===== src/rtl/matmul_4x4_c_drain_pkg.sv =====
// Shared constants, FSM encoding and lane-slice helper for the 4x4 matmul C drain stage.
`ifndef MATMUL_4X4_C_DRAIN_LANE
`define MATMUL_4X4_C_DRAIN_LANE
`define LANE(v, r) v[(r)*DWIDTH +: DWIDTH]
`endif

package matmul_4x4_c_drain_pkg;

  localparam int MM_DWIDTH          = 16;
  localparam int MM_AWIDTH          = 7;
  localparam int MM_SIZE            = 4;
  localparam int MM_FIRST_COL_CYCLE = 19;
  localparam int MM_FIFO_DEPTH      = 4;
  localparam int MM_CNT_W           = 6;

  typedef enum logic [2:0] {
    ST_IDLE    = 3'd0,
    ST_WAIT    = 3'd1,
    ST_CAPTURE = 3'd2,
    ST_DRAIN   = 3'd3,
    ST_DONE    = 3'd4
  } drain_state_e;

endpackage


===== src/rtl/matmul_4x4_c_drain_sync_fifo.sv =====
// Synchronous FIFO with synchronous clear; simultaneous push and pop keep occupancy unchanged.
module matmul_4x4_c_drain_sync_fifo #(
  parameter int WIDTH = 64,
  parameter int DEPTH = 4
) (
  input  logic                       clk,
  input  logic                       reset,
  input  logic                       i_clr,
  input  logic                       i_push,
  input  logic                       i_pop,
  input  logic [WIDTH-1:0]           i_din,
  output logic [WIDTH-1:0]           o_dout,
  output logic                       o_empty,
  output logic                       o_full,
  output logic [$clog2(DEPTH+1)-1:0] o_count
);

  localparam int AW = (DEPTH > 1) ? $clog2(DEPTH) : 1;
  localparam int CW = $clog2(DEPTH + 1);

  logic [WIDTH-1:0] r_mem [DEPTH];
  logic [AW-1:0]    r_wr_ptr, r_rd_ptr;
  logic [CW-1:0]    r_count;
  logic             w_do_push, w_do_pop;

  function automatic logic [AW-1:0] ptr_inc(input logic [AW-1:0] p);
    return (p == AW'(DEPTH - 1)) ? '0 : p + AW'(1);
  endfunction

  assign o_empty   = (r_count == '0);
  assign o_full    = (r_count == CW'(DEPTH));
  assign o_count   = r_count;
  assign o_dout    = r_mem[r_rd_ptr];
  assign w_do_pop  = i_pop && !o_empty;
  assign w_do_push = i_push && (!o_full || w_do_pop);

  // NOTE: sequential state uses non-blocking (<=) so every flop samples pre-edge values.
  always_ff @(posedge clk or posedge reset) begin
    if (reset) begin
      r_wr_ptr <= '0;
      r_rd_ptr <= '0;
      r_count  <= '0;
    end else if (i_clr) begin
      r_wr_ptr <= '0;
      r_rd_ptr <= '0;
      r_count  <= '0;
    end else begin
      if (w_do_push) r_wr_ptr <= ptr_inc(r_wr_ptr);
      if (w_do_pop)  r_rd_ptr <= ptr_inc(r_rd_ptr);
      if (w_do_push && !w_do_pop)      r_count <= r_count + CW'(1);
      else if (!w_do_push && w_do_pop) r_count <= r_count - CW'(1);
    end
  end

  // NOTE: storage is not reset; occupancy alone decides validity, so it maps to plain RAM/regs.
  always_ff @(posedge clk) begin
    if (w_do_push) r_mem[r_wr_ptr] <= i_din;
  end

endmodule


===== src/rtl/matmul_4x4_c_drain.sv =====
// Drains the systolic tile's staggered C rows: de-skews lanes into column words,
// buffers them and writes them to C memory under a ready handshake, then flags done.
module matmul_4x4_c_drain
  import matmul_4x4_c_drain_pkg::*;
#(
  parameter int DWIDTH          = MM_DWIDTH,
  parameter int AWIDTH          = MM_AWIDTH,
  parameter int FIRST_COL_CYCLE = MM_FIRST_COL_CYCLE,
  parameter int FIFO_DEPTH      = MM_FIFO_DEPTH
) (
  input  logic                      clk,
  input  logic                      reset,
  input  logic                      start,
  input  logic [MM_SIZE*DWIDTH-1:0] c_data_in,
  input  logic [AWIDTH-1:0]         c_base_addr,
  input  logic                      c_ready,
  output logic                      c_we,
  output logic [AWIDTH-1:0]         c_addr,
  output logic [MM_SIZE*DWIDTH-1:0] c_data,
  output logic                      done
);

  localparam int BW = MM_SIZE * DWIDTH;
  localparam int CW = $clog2(FIFO_DEPTH + 1);
  localparam logic [MM_CNT_W-1:0] CNT_ARM = MM_CNT_W'(FIRST_COL_CYCLE + 2);
  localparam logic [MM_CNT_W-1:0] CNT_MAX = '1;

  drain_state_e            r_state, w_state_nxt;
  logic [MM_CNT_W-1:0]     r_cnt;
  logic                    r_start_d;
  logic                    w_start_rise, w_push, w_pop, w_clr;
  logic [2:0][DWIDTH-1:0]  r_d0;
  logic [1:0][DWIDTH-1:0]  r_d1;
  logic [DWIDTH-1:0]       r_d2;
  logic [BW-1:0]           w_col, w_fifo_dout, r_last;
  logic                    w_empty, w_full;
  logic [CW-1:0]           w_count;
  logic [1:0]              r_push_k, r_wr_k;
  logic [AWIDTH-1:0]       r_base;

  assign w_start_rise = start && !r_start_d;
  assign w_clr        = !start;
  assign w_pop        = c_we && c_ready;

  assign c_we   = (w_count != '0);
  assign c_data = w_empty ? r_last : w_fifo_dout;
  assign c_addr = r_base + AWIDTH'(r_wr_k);
  assign done   = (r_state == ST_DONE);

  always_ff @(posedge clk or posedge reset) begin
    if (reset) begin
      r_cnt     <= '0;
      r_start_d <= 1'b0;
    end else begin
      r_start_d <= start;
      if (!start)                r_cnt <= '0;
      else if (r_cnt != CNT_MAX) r_cnt <= r_cnt + MM_CNT_W'(1);
    end
  end

  // Lane r is delayed (3-r) cycles so all four rows of column k line up together.
  always_ff @(posedge clk or posedge reset) begin
    if (reset) begin
      r_d0 <= '0;
      r_d1 <= '0;
      r_d2 <= '0;
    end else if (!start) begin
      r_d0 <= '0;
      r_d1 <= '0;
      r_d2 <= '0;
    end else begin
      r_d0 <= {r_d0[1:0], `LANE(c_data_in, 0)};
      r_d1 <= {r_d1[0], `LANE(c_data_in, 1)};
      r_d2 <= `LANE(c_data_in, 2);
    end
  end

  always_comb begin
    w_col = '0;
    `LANE(w_col, 0) = r_d0[2];
    `LANE(w_col, 1) = r_d1[1];
    `LANE(w_col, 2) = r_d2;
    `LANE(w_col, 3) = `LANE(c_data_in, 3);
  end

  // NOTE: defaults come first so every path assigns every output and no latch is inferred.
  always_comb begin
    w_state_nxt = r_state;
    w_push      = 1'b0;
    if (!start) begin
      w_state_nxt = ST_IDLE;
    end else begin
      case (r_state)
        ST_IDLE:    if (w_start_rise) w_state_nxt = ST_WAIT;
        ST_WAIT:    if (r_cnt == CNT_ARM) w_state_nxt = ST_CAPTURE;
        ST_CAPTURE: begin
          w_push = 1'b1;
          if (r_push_k == 2'd3) w_state_nxt = ST_DRAIN;
        end
        ST_DRAIN:   if (w_pop && r_wr_k == 2'd3) w_state_nxt = ST_DONE;
        ST_DONE:    w_state_nxt = ST_DONE;
        default:    w_state_nxt = ST_IDLE;
      endcase
    end
  end

  always_ff @(posedge clk or posedge reset) begin
    if (reset) begin
      r_state  <= ST_IDLE;
      r_push_k <= '0;
      r_wr_k   <= '0;
      r_base   <= '0;
      r_last   <= '0;
    end else begin
      r_state <= w_state_nxt;
      if (w_pop) r_last <= w_fifo_dout;
      if (!start) begin
        r_push_k <= '0;
        r_wr_k   <= '0;
      end else begin
        if (w_push) r_push_k <= r_push_k + 2'd1;
        if (w_pop)  r_wr_k   <= r_wr_k + 2'd1;
        if (r_state == ST_IDLE && w_start_rise) r_base <= c_base_addr;
      end
    end
  end

  matmul_4x4_c_drain_sync_fifo #(
    .WIDTH (BW),
    .DEPTH (FIFO_DEPTH)
  ) u_fifo (
    .clk     (clk),
    .reset   (reset),
    .i_clr   (w_clr),
    .i_push  (w_push),
    .i_pop   (w_pop),
    .i_din   (w_col),
    .o_dout  (w_fifo_dout),
    .o_empty (w_empty),
    .o_full  (w_full),
    .o_count (w_count)
  );

  // Exactly four pushes per tile into a buffer of at least four entries can never overflow.
  assert property (@(posedge clk) disable iff (reset) !(w_push && w_full && !w_pop));

endmodule


===== config.mk =====
export PLATFORM = sky130hd
export DESIGN_NAME = matmul_4x4_c_drain
export DESIGN_NICKNAME = d
export VERILOG_FILES = /design/src/rtl/matmul_4x4_c_drain_pkg.sv /design/src/rtl/matmul_4x4_c_drain_sync_fifo.sv /design/src/rtl/matmul_4x4_c_drain.sv
export SDC_FILE = /design/constraint.sdc
export NUM_CORES = 1
export LEC_CHECK = 0
export CAP_MARGIN = 20
export CORE_ASPECT_RATIO = 1.1
export CORE_MARGIN = 4
export CORE_UTILIZATION = 28
export DETAILED_ROUTE_END_ITERATION = 10
export GPL_ROUTABILITY_DRIVEN = 0
export SLEW_MARGIN = 5
export SYNTH_ARGS = -nofsm -noshare
export SYNTH_HDL_FRONTEND = slang
export SYNTH_SLANG_ARGS = --single-unit

===== constraint.sdc =====
create_clock -name clk -period 18.3 [get_ports clk]
set_input_delay 2.745 -clock clk [delete_from_list [all_inputs] [get_ports clk]]
set_output_delay 2.745 -clock clk [all_outputs]
set_load 0.01 [all_outputs]

==> out/results.tsv <==
stage	metric	value	unit
yosys	Primary FF master, synth	edfxtp_1	
route	drc violations	0	
yosys	sequential area share after synthesis	0.727	
cts	PostCTS Resize Cnt	0	
pwr	Int Pwr	2.29	mW
pwr	Sw Ratio	0.302	
pwr	Comb power frac	0.330	
yosys	Post-synth top cells	256 x edfxtp_1, 208 x nand2_1, 188 x dfrtp_1, 101 x and2_1, 70 x mux2_2	
pwr	static leakage	7.96	nW
route	via count	8873	
global_route	first-pass GRT wire length	56600	µm
finish	FF+latch area	12400	µm²
cts	Skew-Pair Late Insertion Delay	0.58	ns
worst_setup_path	cell family with most CP delay	buffers and inverters	
pwr	switching power	0.989	mW
cts	cts hold-fix bufs	0	
yosys	unique cell type count in the Yosys netlist	41	
cts	clock buffer depth	3	
yosys	ranking of synthesized cells by area	edfxtp_1 45%, dfrtp_1 28%, mux4_2 8.5%	
yosys	Synth area leader	edfxtp_1	
route	post-route ant nets	0	
cts	post-CTS setup buffers	0	
yosys	Synth Cell Area	17100	µm²
pwr	VDD IR-drop max	0.0684	mV
worst_hold_path	Hold Path Class	flop to flop	
sta	Slew headroom	0.297	
die	# IOs	148	
pwr	sequential group share of total power	0.388	
sta	Fin Setup TNS	0	ns
die	DIE WIDTH	243	µm
finish	P&R area growth vs syn	23.0	%
route	DR pass1 iterations	4	
global_route	overall routing resource usage	0.112	
die	initial core utilization	0.284	
finish	area occupied by multi-input gates	4410	µm²
cts	clk slew on worst S/H paths	0.06	ns
route	DR WL/cell	17.5	µm
worst_setup_path	worst-path cell chain	buf_4 -> mux4_2 -> mux2_2 -> clkdlybuf4s50_1	
worst_setup_path	slowest cell delay on critical path	0.80	ns
global_route	grt total ovfl	0	
finish	Nets	1293	
die	Die H	267	µm
route	DR iter-0 viols	412	
cts	CTS H-tree lvls	2	
die	Std-Cell Rows	94	
cts	Root Driver	clkbuf_16	
yosys	share of the synthesized area in the top cell type	0.451	
yosys	Mapped Avg Cell Area	16.3	µm²
global_route	vias in the first global route	9638	
finish	layout cell share with drive strength beyond 1	0.186	
status	status	finished, final reports clean	
sta	number of setup violations in the final report	0	
pwr	Clk pwr share	0.282	
route	met1 wire length	15700	µm
yosys	Synth Net Count	1137	
sta	RSZ-0062 raised after global routing	false	
yosys	count leader, synth	edfxtp_1	
sta	Hold Violations, Final	0	
global_route	pin count of the biggest net entering global routing	72	
pwr	post-layout power	3.28	mW
yosys	synthesized netlist cell count	1049	
yosys	Post-synth ARST share	0.423	
yosys	synthesized flop and latch total	444	
yosys	Yosys Warn Count	0	
job	Max Cap Viol	0	
finish	fillers	5728	
die	die area	64900	µm²
sta	fin crit period	6.34	ns
route	met3 WL	1570	µm
global_route	antenna violations before repair	1	
cts	number of clock buffers inserted by TritonCTS	48	
route	top layer reached by signal wires	met4	
sta	max-slew violations	0	
pwr	P per Cell Area	156	nW/µm²
worst_setup_path	critical path fanouts, max	38	
yosys	Post-synth EDFFs	256	
sta	clk_skew	0.0179	ns
worst_setup_path	WP buf/inv	2	
cts	CTS tree	yes	
place	hpwl dp	20500	µm
worst_setup_path	CP Capture Type	output port	
worst_setup_path	Worst EP arrival	3.59	ns
sta	maximum clock frequency	0.158	GHz
route	vias per cell	4.30	
route	metal2 WL	18000	µm
place	PortBufs	147	
die	CORE AREA	60100	µm²
worst_setup_path	Slowest-stage cell, CP	dfrtp_4	
worst_setup_path	crit path launch type	flop	
route	Routed WL	36100	µm
cts	Sink Count	444	
worst_setup_path	Critical Path RT	15.55	ns
sta	Final Cycle Share	0.346	
worst_setup_path	kind of critical path	flop to output port	
sta	Worst Max-Slew Pin Slew	1.05	ns
[metrics by stage]
| stage | setup slack (ns) | hold slack [ns] | std cells | utilization | area (µm²) |
|---|---|---|---|---|---|
| after global routing | 11.66 | 0.460 | 2061 | 0.349 | 21000 |
| final | 11.96 | 0.439 | 2062 | 0.349 | 21000 |
| after detailed placement | 12.42 | 0.442 | 1970 | 0.323 | 19400 |
| after global placement | 12.44 | 0.441 | 1970 | 0.323 | 19400 |
| after floorplan | 10.44 | 0.434 | 1049 | - | 17100 |
| after CTS | 11.77 | 0.442 | 2060 | 0.349 | 20900 |
[worst reg2reg max path: stages (launching register included)]
cell and delay (ns):
dfrtp_1 0.48, nand4bb_4 0.32, a31oi_1 0.54, and2_4 0.60, buf_4 0.63
[logic make-up after synthesis]
group           count (synthesis)  share of synthesized area
flops                         444                      0.727
simple gates                  349                     0.0972
mux                           137                      0.133
buf+inv                        67                     0.0164
compound gates                 31                     0.0127
fa+ha+maj                      13                     0.0104
xor+xnor                        8                    0.00411
[registers in the layout, indices dropped and copies added (netlist names)]
register	count
u_fifo.r_mem	256
r_last	64
r_d0	48
r_d1	32
r_d2	16
r_base	7
r_cnt	6
r_state	3
u_fifo.o_count	3
r_push_k	2
r_wr_k	2
u_fifo.r_rd_ptr	2
u_fifo.r_wr_ptr	2
r_start_d	1
[per-layer routing]
layer  track usage  up-vias
met1         0.144     4570
met4        0.0362        0
li1              -     4092
met5             0        -
met3        0.0220       46
met2         0.193      165
[area by class of cell]
cell class / instances / share of cell area
Clock buffer: 64 / 0.0611
Antenna cell: 1 / 0.000119
Sequential cell: 444 / 0.591
Multi-Input combinational cell: 538 / 0.210
Tap cell: 816 / 0.0487
Inverter: 14 / 0.00286
Timing Repair Buffer: 159 / 0.0753
Clock inverter: 26 / 0.0108
[power groups by stage]
stage / combinational, mW / sequential, mW / clock (mW)
3_5_place_dp: 1.10 / 1.30 / 0
2_1_floorplan: 0.650 / 1.25 / 0
5_1_grt: 1.18 / 1.29 / 0.999
6_report: 1.08 / 1.27 / 0.923
4_1_cts: 1.11 / 1.28 / 0.955
3_3_place_gp: 1.09 / 1.29 / 0
[final timing paths]
path                                          from                  end  slack [ns]  depth (start not counted)
min in group asynchronous                    reset            r_base[4]        2.60                          2
worst max-delay path            u_fifo.r_rd_ptr[0]           c_data[43]       11.96                          4
max in group asynchronous                    reset           r_last[12]       13.61                          4
worst max register to register          r_state[2]  u_fifo.r_mem[2][59]       15.35                          4
worst min-delay path                      r_d0[17]             r_d0[33]        0.44                          1
worst min register to register            r_d0[17]             r_d0[33]        0.44                          1
[layout by cell type (no fill, tap or decap), types with 2 or more instances in the layout]
| cell | Yosys | final |
|---|---|---|
| nand2b_1 | 2 | 2 |
| edfxtp_1 | 256 | 256 |
| and2_4 | 0 | 4 |
| nor2_1 | 16 | 16 |
| ha_1 | 11 | 11 |
| nor2b_1 | 3 | 3 |
| nand3_1 | 4 | 4 |
| clkbuf_16 | 0 | 48 |
| dfrtp_1 | 188 | 186 |
| dfrtp_4 | 0 | 2 |
| a31oi_1 | 4 | 4 |
| mux4_2 | 64 | 64 |
| and2_1 | 101 | 97 |
| o2bb2ai_1 | 2 | 2 |
| clkinvlp_4 | 0 | 4 |
| nor3_1 | 3 | 3 |
| mux2_2 | 70 | 70 |
| o31ai_1 | 4 | 4 |
| xor2_1 | 3 | 3 |
| clkdlybuf4s50_1 | 0 | 146 |
| xnor2_1 | 5 | 5 |
| o21ai_0 | 5 | 5 |
| clkinv_2 | 0 | 8 |
| a21oi_1 | 7 | 7 |
| clkinv_1 | 0 | 5 |
| inv_1 | 14 | 13 |
| clkbuf_1 | 27 | 14 |
| a211oi_1 | 2 | 2 |
| nand2_1 | 208 | 208 |
| buf_4 | 0 | 12 |
| inv_6 | 0 | 3 |
| nand4_1 | 3 | 3 |
| clkbuf_8 | 0 | 2 |
| mux2i_1 | 3 | 3 |
| and3_1 | 3 | 3 |
| fa_1 | 2 | 2 |
| bufinv_16 | 0 | 2 |
No activity file was read; power rests on OpenSTA's default activity.
